$ cat src/rtl/bcd_stopwatch.sv
// bcd_stopwatch: multi-digit BCD stopwatch advanced by rising edges of a
// divided clock that is sampled as data in the clk_i domain.
//
// Ports:
//   clk_i, rst_n_i   system clock, async active-low reset
//   slow_clk_i       divided clock, synchronized and edge-detected here
//   start_i          pulse: IDLE/PAUSE -> RUN
//   stop_i           pulse: RUN -> PAUSE
//   clear_i          pulse: zero count, -> IDLE
//   lap_i            pulse: toggle lap freeze (only with LAP_HOLD_EN)
//   bcd_o            count, digit 0 (units) in [3:0]
//   running_o        high while in RUN
//   tick_o           one-cycle pulse per slow_clk_i rising edge
//   wrap_o           one-cycle pulse on all-9s -> 0 rollover
//
// Optional feature macro: LAP_HOLD_EN (adds lap_i and a lap register).

module bcd_stopwatch #(
  parameter int DIGITS      = 4,
  parameter int SYNC_STAGES = 2
) (
  input  logic                clk_i,
  input  logic                rst_n_i,
  input  logic                slow_clk_i,
  input  logic                start_i,
  input  logic                stop_i,
  input  logic                clear_i,
`ifdef LAP_HOLD_EN
  input  logic                lap_i,
`endif
  output logic [4*DIGITS-1:0] bcd_o,
  output logic                running_o,
  output logic                tick_o,
  output logic                wrap_o
);

  localparam int W = 4 * DIGITS;

  typedef enum logic [1:0] {
    IDLE  = 2'd0,
    RUN   = 2'd1,
    PAUSE = 2'd2
  } state_e;

  state_e                 state_q, state_d;
  logic [SYNC_STAGES-1:0] sync_q, sync_d;
  logic                   prev_q, prev_d;
  logic                   tick_q, tick_d;
  logic                   wrap_q, wrap_d;
  logic                   run_q, run_d;
  logic [W-1:0]           cnt_q, cnt_d;
  logic [W-1:0]           cnt_inc;
  logic                   inc_carry;
  logic                   tick;

  // Synchronizer shift chain followed by the edge-detect history flop.
  always_comb begin
    sync_d = {sync_q[SYNC_STAGES-2:0], slow_clk_i};
    prev_d = sync_q[SYNC_STAGES-1];
    tick   = sync_q[SYNC_STAGES-1] & ~prev_q;
  end

  // Ripple-carry BCD increment; the final carry marks the rollover.
  always_comb begin : inc_blk
    logic       c;
    logic [3:0] dig;
    c       = 1'b1;
    cnt_inc = '0;
    for (int i = 0; i < DIGITS; i++) begin
      dig = cnt_q[4*i +: 4];
      if (c) begin
        if (dig == 4'd9) begin
          cnt_inc[4*i +: 4] = 4'd0;
        end else begin
          cnt_inc[4*i +: 4] = dig + 4'd1;
          c = 1'b0;
        end
      end else begin
        cnt_inc[4*i +: 4] = dig;
      end
    end
    inc_carry = c;
  end

  // Control: clear beats stop beats start; a tick only counts when
  // no control event claims the cycle and the state was already RUN.
  always_comb begin
    state_d = state_q;
    cnt_d   = cnt_q;
    wrap_d  = 1'b0;
    if (clear_i) begin
      state_d = IDLE;
      cnt_d   = '0;
    end else if (stop_i && state_q == RUN) begin
      state_d = PAUSE;
    end else if (start_i && state_q != RUN) begin
      state_d = RUN;
    end else if (state_q == RUN && tick) begin
      cnt_d  = cnt_inc;
      wrap_d = inc_carry;
    end
    run_d  = (state_d == RUN);
    tick_d = tick;
  end

  always_ff @(posedge clk_i or negedge rst_n_i) begin
    if (!rst_n_i) begin
      state_q <= IDLE;
      sync_q  <= '0;
      prev_q  <= 1'b0;
      tick_q  <= 1'b0;
      wrap_q  <= 1'b0;
      run_q   <= 1'b0;
      cnt_q   <= '0;
    end else begin
      state_q <= state_d;
      sync_q  <= sync_d;
      prev_q  <= prev_d;
      tick_q  <= tick_d;
      wrap_q  <= wrap_d;
      run_q   <= run_d;
      cnt_q   <= cnt_d;
    end
  end

  assign running_o = run_q;
  assign tick_o    = tick_q;
  assign wrap_o    = wrap_q;

`ifdef LAP_HOLD_EN
  logic [W-1:0] lap_q, lap_d;
  logic         frz_q, frz_d;

  // Capture uses cnt_q, so a lap on a tick cycle holds the
  // pre-increment value.
  always_comb begin
    lap_d = lap_q;
    frz_d = frz_q;
    if (clear_i) begin
      lap_d = '0;
      frz_d = 1'b0;
    end else if (lap_i) begin
      if (frz_q) begin
        frz_d = 1'b0;
      end else begin
        lap_d = cnt_q;
        frz_d = 1'b1;
      end
    end
  end

  always_ff @(posedge clk_i or negedge rst_n_i) begin
    if (!rst_n_i) begin
      lap_q <= '0;
      frz_q <= 1'b0;
    end else begin
      lap_q <= lap_d;
      frz_q <= frz_d;
    end
  end

  assign bcd_o = frz_q ? lap_q : cnt_q;
`else
  assign bcd_o = cnt_q;
`endif

endmodule

$ cat config.mk
export PLATFORM = sky130hd
export DESIGN_NAME = bcd_stopwatch
export DESIGN_NICKNAME = d
export VERILOG_FILES = /design/src/rtl/bcd_stopwatch.sv
export SDC_FILE = /design/constraint.sdc
export NUM_CORES = 1
export LEC_CHECK = 0
export CAP_MARGIN = 20
export CELL_PAD_IN_SITES_DETAIL_PLACEMENT = 1
export CELL_PAD_IN_SITES_GLOBAL_PLACEMENT = 1
export CORE_ASPECT_RATIO = 0.9
export CORE_UTILIZATION = 30
export CTS_CLUSTER_SIZE = 25
export DETAILED_ROUTE_END_ITERATION = 10
export MAX_ROUTING_LAYER = met4
export PLACE_DENSITY = 0.62
export SLEW_MARGIN = 0
export SYNTH_ARGS = -nofsm -noshare
export SYNTH_HDL_FRONTEND = slang
export SYNTH_SLANG_ARGS = --single-unit
$ cat constraint.sdc
create_clock -name clk_i -period 1.9 [get_ports clk_i]
set_input_delay 0.38 -clock clk_i [delete_from_list [all_inputs] [get_ports clk_i]]
set_output_delay 0.38 -clock clk_i [all_outputs]
set_load 0.03 [all_outputs]
==> impl_metrics.ini, run 1 <==
[setup_path]
arrival_ns = 1.47
crit_type = reg -> out
critPathTopFamily = buffers and inverters
cp_slowest_cell = clkdlybuf4s50_1
cp_max_fo = 6
crit_path_end_kind = output pin
worstPathCellList = clkdlybuf4s50_1
critPathBufInv = 1
required_ns = 1.52
crit_path_max_incr_delay_ns = 0.72
start_kind = flop

[layout]
multi_input_area_um2 = 649
finalNonFillerCells = 216
final_common_cell = clkdlybuf4s50_1
fillers = 491
seqCellArea_um2 = 606
final_cell_mix = clkdlybuf4s50_1, nor2_1, dfrtp_1
areaGrowthSynthToFinish_pct = 31.6
drive_above_1_share_pct = 17.3
nets = 183
n_antenna_cell = 0

[cts]
clk_path_buf_depth = 2
cts_tree = yes
cts_sinks = 24
path_clk_slew_ns = 0.09
ctsHtreeMaxLevel = 1
cts_made_buffers = 3
clock_latency_ns = 0.27
clockRootBuffer = clkbuf_8

[grt]
grt_max_degree = 25
grt_pass1_vias = 1126
globalRouteMet2Util_pct = 26.2
antenna_found_initial = 0
grt.busiest_layer = met2
gr-usage-met3_pct = 3.73
overflow = 0
grt_pass1_wl_um = 5410
gr-usage-met1_pct = 18.8
grt_usage_pct = 15.4

[sta]
tightest_slew_ns = 0.327
slew_headroom_pct = 78.2
min_period_ns = 1.85
hold_viol = 0
finalWorstSetupSlack_ns = 0.0530
rsz0062_at_grt = no
setup_violations = 0
maxSlewViolCount = 0
fin_skew_ns = 0.00504
finalCritPeriodShare_pct = 97.2
timing.fmax_mhz = 541
fin_tns_setup_ns = 0

[floorplan]
die_h_um = 64.6
dieArea_mm2 = 0.00462
rows = 22
die_w_um = 71.6
io_pins = 25
coreArea_mm2 = 0.00413
start_util_pct = 31.6

[route]
drt-initial-drc-count = 36
drc_errors = 0
wirelength_um = 3100
antenna_left = 0
avgViaCountPerCell = 5.02
wire_per_inst_um = 14.4
firstDrtPassIters = 4
dr_total_vias = 1084

[synth]
ys_seq_area_share_pct = 46.0
synthesis.instances = 136
synth_fp_nets = 150
yosys_warnings = 0
synth.avg_cell_area_um2 = 9.60
syn_area_mm2 = 0.00131
synthDistinctLibCells = 34
ys_ff_latch = 24

[place]
dp.cells = 210
place_congestion = 0.745
port_buffers = 24
place_ws_ns = -0.201
dp_hpwl_um = 2160

[worst_hold_path]
min-delay-path-class = reg -> reg

[job]
max_cap_violations = 0

[pwr]
p_leak_nw = 0.745
powerDensity_mw_per_mm2 = 561
ir_drop_mv = 0.351

[outcome]
status = complete, no violations
==> worst reg2reg max path, stage by stage (launching register included) <==
cell,delay (ns)
dfrtp_2,0.42
inv_2,0.08
ha_4,0.14
and4bb_4,0.26
nand4_4,0.12
or4b_1,0.51
a31oi_1,0.20
==> power breakdown <==
group	switching (mW)	internal (mW)
logic	0.0481	0.0339
registers	0.00917	0.522
clock network	0.167	0.185
==> synthesized netlist by cell type <==
| library cell | count | area [um2] |
|---|---|---|
| nor4_1 | 1 | 6.26 |
| and4_1 | 1 | 8.76 |
| inv_1 | 7 | 26.3 |
| a21oi_1 | 11 | 55.1 |
| clkbuf_1 | 3 | 11.3 |
| and3_1 | 2 | 12.5 |
| o31ai_1 | 1 | 7.51 |
| and2_1 | 1 | 6.26 |
| nand4_4 | 1 | 21.3 |
| nand4_1 | 2 | 12.5 |
| xnor2_1 | 1 | 8.76 |
| ha_1 | 8 | 100 |
| and4bb_1 | 1 | 12.5 |
| a31oi_1 | 2 | 12.5 |
| nor2_1 | 23 | 86.3 |
| buf_6 | 2 | 22.5 |
| nand2_1 | 12 | 45.0 |
| a21boi_0 | 1 | 7.51 |
| nor2b_1 | 3 | 18.8 |
| clkbuf_4 | 1 | 7.51 |
| or4b_1 | 1 | 10.0 |
| o21ai_0 | 4 | 20.0 |
| mux2i_1 | 5 | 50.1 |
| nor3_1 | 2 | 10.0 |
| or3_2 | 2 | 15.0 |
| nand4bb_1 | 1 | 11.3 |
| nand3_1 | 5 | 25.0 |
| and3b_2 | 3 | 30.0 |
| o2111ai_1 | 1 | 8.76 |
| dfrtp_1 | 24 | 601 |
| nor3b_1 | 1 | 7.51 |
| and4bb_4 | 1 | 16.3 |
| a22oi_1 | 1 | 7.51 |
| buf_2 | 1 | 5.00 |
==> logic make-up after synthesis <==
family	share of synthesized area [%]
simple gates	27.2
flops	46.0
buf+inv	5.56
compound gates	9.10
xor+xnor	0.671
mux	3.83
fa+ha+maj	7.66
==> stage by stage <==
stage	hold slack, ns	total power, mW	utilization (%)	area (um2)
3_5_place_dp	0.339	0.622	39.5	1630
6_report	0.358	0.965	41.6	1720
3_3_place_gp	0.335	0.621	39.5	1630
4_1_cts	0.359	0.984	41.3	1710
5_1_grt	0.361	1.02	41.6	1720
2_1_floorplan	0.0844	0.577	-	1310
==> final cells by class <==
class / instances / area share, %
clock buffer: 4 / 3.20
inverter: 7 / 1.53
multi-input combinational: 98 / 37.8
sequential: 24 / 35.2
tap: 48 / 3.49
timing repair buffer: 35 / 18.8
==> flip-flops by register name (all words and copies together), names as in the netlist <==
register and cells:
bcd_o 16, running_o 1, wrap_o 1, tick_o 1
state_q 2, prev_q 1, sync_q 2
==> repair_timing <==
action,in CTS,in global routing
pin swaps,2,2
hold buffers,0,0
setup buffers,2,0
gates resized for setup,1,3
endpoints found under the setup margin,1,2
==> worst paths after layout <==
path	depth (start not counted)	start	to	slack (ns)
setup / recovery	1	bcd_o[12]	bcd_o[12]	0.05
hold / removal	0	sync_q[0]	sync_q[1]	0.36
setup reg to reg	6	bcd_o[1]	bcd_o[15]	0.09
hold reg to reg	0	sync_q[0]	sync_q[1]	0.36
max in group asynchronous	2	rst_n_i	bcd_o[8]	1.16
min in group asynchronous	2	rst_n_i	sync_q[0]	0.47
==> per-layer routing <==
| layer | part of all wire [%] | vias up | routed length (um) |
|---|---|---|---|
| met5 | 0 | - | 0 |
| li1 | - | 528 | - |
| met1 | 49 | 536 | 1510 |
| met4 | 0.55 | 0 | 17 |
| met3 | 2.5 | 2 | 79 |
| met2 | 48 | 18 | 1490 |
Note: power is estimated with default switching activity, not from simulation.
==> run 2, diff against run 1 <==
Settings changed: CTS_BUF_LIST from default to sky130_fd_sc_hd__clkbuf_2, CTS_CLUSTER_SIZE 25 to default.
==> impl_metrics.ini, run 2 (same netlist as run 1, synthesis figures left out) <==
[outcome]
status = complete, no violations

[route]
firstDrtPassIters = 4
avgViaCountPerCell = 5.02
wl_met3_um = 72
top_layer = met4
route.met2.wl_um = 1520
dr_total_vias = 1089
antenna_left = 0
wire_per_inst_um = 14.4
wirelength_um = 3130
drt-initial-drc-count = 41
drt-met1-wl_um = 1530
drc_errors = 0

[setup_path]
crit_type = reg -> reg
cp_max_fo = 4
arrival_ns = 2.10
crit_path_max_incr_delay_ns = 0.48
r2r_cells = 6
cp_slowest_cell = or4b_1
required_ns = 2.18
crit_path_end_kind = flop
critPathBufInv = 1
worstPathCellList = inv_2, ha_4, and4bb_4, nand4_4, or4b_1, a31oi_1
worstSetupPathDepth = 6
critPathTopFamily = simple AND/OR/NAND/NOR gates
start_kind = flop

[cts]
cts_tree = yes
path_clk_slew_ns = 0.24
clockRootBuffer = clkbuf_2
clock_latency_ns = 0.35
ctsHoldBuffers = 0
cts_made_buffers = 3
cts_sinks = 24
ctsHtreeMaxLevel = 1
clk_path_buf_depth = 2

[layout]
seqCellArea_um2 = 606
areaGrowthSynthToFinish_pct = 28.4
largest_reg_flops = 16
n_antenna_cell = 0
fillers = 498
final_cell_mix = nor2_1, dfrtp_1, dlygate4sd2_1
final_common_cell = nor2_1
multi_input_area_um2 = 649
drive_above_1_share_pct = 17.2
nets = 184

[sta]
slew_headroom_pct = 77.9
fin_skew_ns = 0.00713
maxSlewViolCount = 0
tightest_slew_ns = 0.332
setup_violations = 0
finalCritPeriodShare_pct = 95.6
finalWorstSetupSlack_ns = 0.0830
timing.fmax_mhz = 550
hold_viol = 0
min_period_ns = 1.82

[pwr]
power_switching_uw = 218
p_leak_nw = 0.828
intPower_uw = 601
switching_share_pct = 26.6
total_power_uw = 819
ir_drop_mv = 0.329
powerDensity_mw_per_mm2 = 488
seq_power_share_pct = 65.0
power.share.combinational_pct = 9.8
power_frac_clock_pct = 25.2

[floorplan]
die_h_um = 64.6
die_w_um = 71.6
rows = 22
dieArea_mm2 = 0.00462
coreArea_mm2 = 0.00413
io_pins = 25
start_util_pct = 31.6

[place]
dp_hpwl_um = 2160
place_congestion = 0.745
place_ws_ns = -0.201
port_buffers = 24

[grt]
antenna_found_initial = 0
grt_max_degree = 25
grt_pass1_wl_um = 5490
grt_pass1_vias = 1133
overflow = 0
grt_usage_pct = 15.6

[job]
max_cap_violations = 0

[worst_hold_path]
min-delay-path-class = in -> async
run 2: changes by cell type in the layout (fill, tap and decap cells not counted):
cell	previous run	this run
buf_6	0	1
clkbuf_8	4	0
clkdlybuf4s50_1	24	8
clkinv_1	0	1
clkbuf_2	0	3
dlygate4sd2_1	0	15
dlymetal6s2s_1	0	1
run 2: layer usage:
metal	global-route usage (%)	up-vias
met1	19.2	542
li1	-	530
met4	3.68	0
met5	-	-
met3	3.73	2
met2	26.1	15
run 2: final timing paths:
check / from / to / slack [ns]
max in group asynchronous: rst_n_i / bcd_o[8] / 1.28
worst max register to register: bcd_o[1] / bcd_o[15] / 0.08
worst max-delay path: bcd_o[1] / bcd_o[15] / 0.08
worst min-delay path: rst_n_i / sync_q[0] / 0.35
worst min register to register: sync_q[0] / sync_q[1] / 0.38
min in group clk_i: sync_q[0] / sync_q[1] / 0.38
run 2: area by class of cell:
cell class | instances | area share [%]
multi-input cells | 98 | 38.7
flip-flops and latches | 24 | 36.1
repair buffers | 36 | 18.9
well taps | 48 | 3.58
inverters | 7 | 1.57
clock buffers | 3 | 0.895
clock inverters | 1 | 0.224
run 2: power groups by stage:
| stage | Combinational (mW) | Sequential (mW) | Clock, mW |
|---|---|---|---|
| 2_1_floorplan | 0.0265 | 0.550 | 0 |
| 3_3_place_gp | 0.0803 | 0.540 | 0 |
| 3_5_place_dp | 0.0815 | 0.541 | 0 |
| 4_1_cts | 0.0803 | 0.532 | 0.228 |
| 5_1_grt | 0.0880 | 0.535 | 0.246 |
| 6_report | 0.0804 | 0.532 | 0.206 |
run 2: through the flow:
stage	hold WS [ns]	utilization (%)	area (um2)	instances	TNS, ns
floorplan	0.0844	-	1310	136	0
global placement	0.335	39.5	1630	210	-0.137
detailed placement	0.339	39.5	1630	210	-0.331
CTS	0.325	40.2	1660	217	0
global route	0.352	40.6	1680	217	-0.000563
finish	0.353	40.6	1680	217	0
run 2: timing repair:
item                       CTS  global route
setup endpoints to repair   16             3
setup buffers                3             0
resized for setup           17             4
pin swaps                    2             3
==> run 3, diff against run 2 <==
Settings changed: CORE_UTILIZATION 30 to 40, PLACE_DENSITY 0.62 to 0.79.
==> impl_metrics.ini, run 3 (same netlist as run 1, synthesis figures left out) <==
[outcome]
status = complete, no violations

[setup_path]
crit_path_end_kind = flop
cp_max_fo = 6
critPathTopFamily = simple AND/OR/NAND/NOR gates
cp_slowest_cell = or4b_4
r2r_end = bcd_o[15]
arrival_ns = 2.13
r2r_slack_ns = 0.09
crit_path_max_incr_delay_ns = 0.52
start_kind = flop
r2r_cells = 6
critPathBufInv = 1
worstPathCellList = inv_2, ha_4, and4bb_4, nand4_4, or4b_4, a31oi_4
crit_type = reg -> reg
required_ns = 2.21
timing.rr.start = bcd_o[1]

[place]
place_area_mm2 = 0.00163
place_congestion = 0.855
dp.cells = 204
dp_hpwl_um = 2290
port_buffers = 24

[grt]
overflow = 0
grt_max_degree = 25
grt_usage_pct = 21.4
grt_pass1_wl_um = 5620
antenna_found_initial = 0
grt_pass1_vias = 1183

[pwr]
p_leak_nw = 0.853
seq_power_share_pct = 55.1
total_power_uw = 968
power_frac_clock_pct = 36.2
ir_drop_mv = 0.329
powerDensity_mw_per_mm2 = 559
switching_share_pct = 23.7
power.share.combinational_pct = 8.7
power_switching_uw = 229
intPower_uw = 738

[layout]
areaGrowthSynthToFinish_pct = 32.6
finalNonFillerCells = 214
seqCellArea_um2 = 606
n_antenna_cell = 0
final_common_cell = nor2_1
fillers = 365
fin_util_pct = 56.0
nets = 187
final_cell_mix = nor2_1, dfrtp_1, buf_4
drive_above_1_share_pct = 19.8
stdcell_area_mm2 = 0.00173
multi_input_area_um2 = 664
largest_reg_flops = 16

[route]
dr_total_vias = 1123
wl_met3_um = 80
route.met2.wl_um = 1650
firstDrtPassIters = 3
wire_per_inst_um = 15.6
avgViaCountPerCell = 5.25
drt-met1-wl_um = 1540
wirelength_um = 3340
antenna_left = 0
drc_errors = 0
top_layer = met4
drt-initial-drc-count = 29

[sta]
slew_headroom_pct = 78.5
maxSlewViolCount = 0
timing.fmax_mhz = 551
rsz0062_at_grt = yes
min_period_ns = 1.81
holdWs_ns = 0.323
hold_viol = 0
fin_skew_ns = 0.00529
finalCritPeriodShare_pct = 95.5
tightest_slew_ns = 0.322
setup_violations = 0

[cts]
ctsHoldBuffers = 0
clockRootBuffer = clkbuf_2
ctsHtreeMaxLevel = 1
cts_tree = yes
clk_path_buf_depth = 2
cts_sinks = 24
path_clk_slew_ns = 0.24
clock_latency_ns = 0.36
cts_made_buffers = 3

[floorplan]
die_w_um = 62.2
io_pins = 25
start_util_pct = 42.3
dieArea_mm2 = 0.00350
die_h_um = 56.2
rows = 19
coreArea_mm2 = 0.00309

[job]
max_cap_violations = 0

[worst_hold_path]
min-delay-path-class = in -> async
[run 3: how the worst max path moves through the flow]
stage / startpoint / endpoint / slack [ns] / cells past startpoint
global route: bcd_o[5] / bcd_o[15] / -0.03 / 6
global placement: stop_i / bcd_o[15] / -0.11 / 5
CTS: bcd_o[1] / bcd_o[15] / 0.01 / 6
finish: bcd_o[1] / bcd_o[15] / 0.09 / 6
detailed placement: stop_i / bcd_o[15] / -0.15 / 5
floorplan: bcd_o[9] / bcd_o[15] / 0.0008 / 7
[run 3: timing repair]
item                       CTS  global route
setup buffers                1             5
setup endpoints to repair   16             2
gates resized for setup     17             6
pin swaps                    2             2
[run 3: per-layer routing]
metal	up-vias	global-route usage (%)
met5	-	-
met4	0	7.97
met3	7	2.87
met2	19	35.2
met1	555	27.0
li1	542	-
[run 3: power groups by stage]
stage	Clock, mW	Combinational (mW)	Sequential (mW)
after floorplan	0	0.0265	0.550
after global placement	0	0.0795	0.540
after detailed placement	0	0.0813	0.541
after CTS	0.363	0.0813	0.533
after global routing	0.381	0.0923	0.536
final	0.350	0.0842	0.534
[run 3: final cells by class]
| class | instances | area share [%] |
|---|---|---|
| multi-input cells | 98 | 38.4 |
| clock buffers | 3 | 0.867 |
| inverters | 7 | 1.52 |
| repair buffers | 39 | 19.5 |
| clock inverters | 1 | 1.73 |
| well taps | 42 | 3.03 |
| flip-flops and latches | 24 | 35.0 |
[run 3: metrics by stage]
| stage | setup slack (ns) | TNS [ns] |
|---|---|---|
| 4_1_cts | 0.0130 | 0 |
| 5_1_grt | -0.0268 | -0.0342 |
| 3_3_place_gp | -0.110 | -0.110 |
| 2_1_floorplan | 0.000840 | 0 |
| 6_report | 0.0854 | 0 |
| 3_5_place_dp | -0.146 | -0.175 |
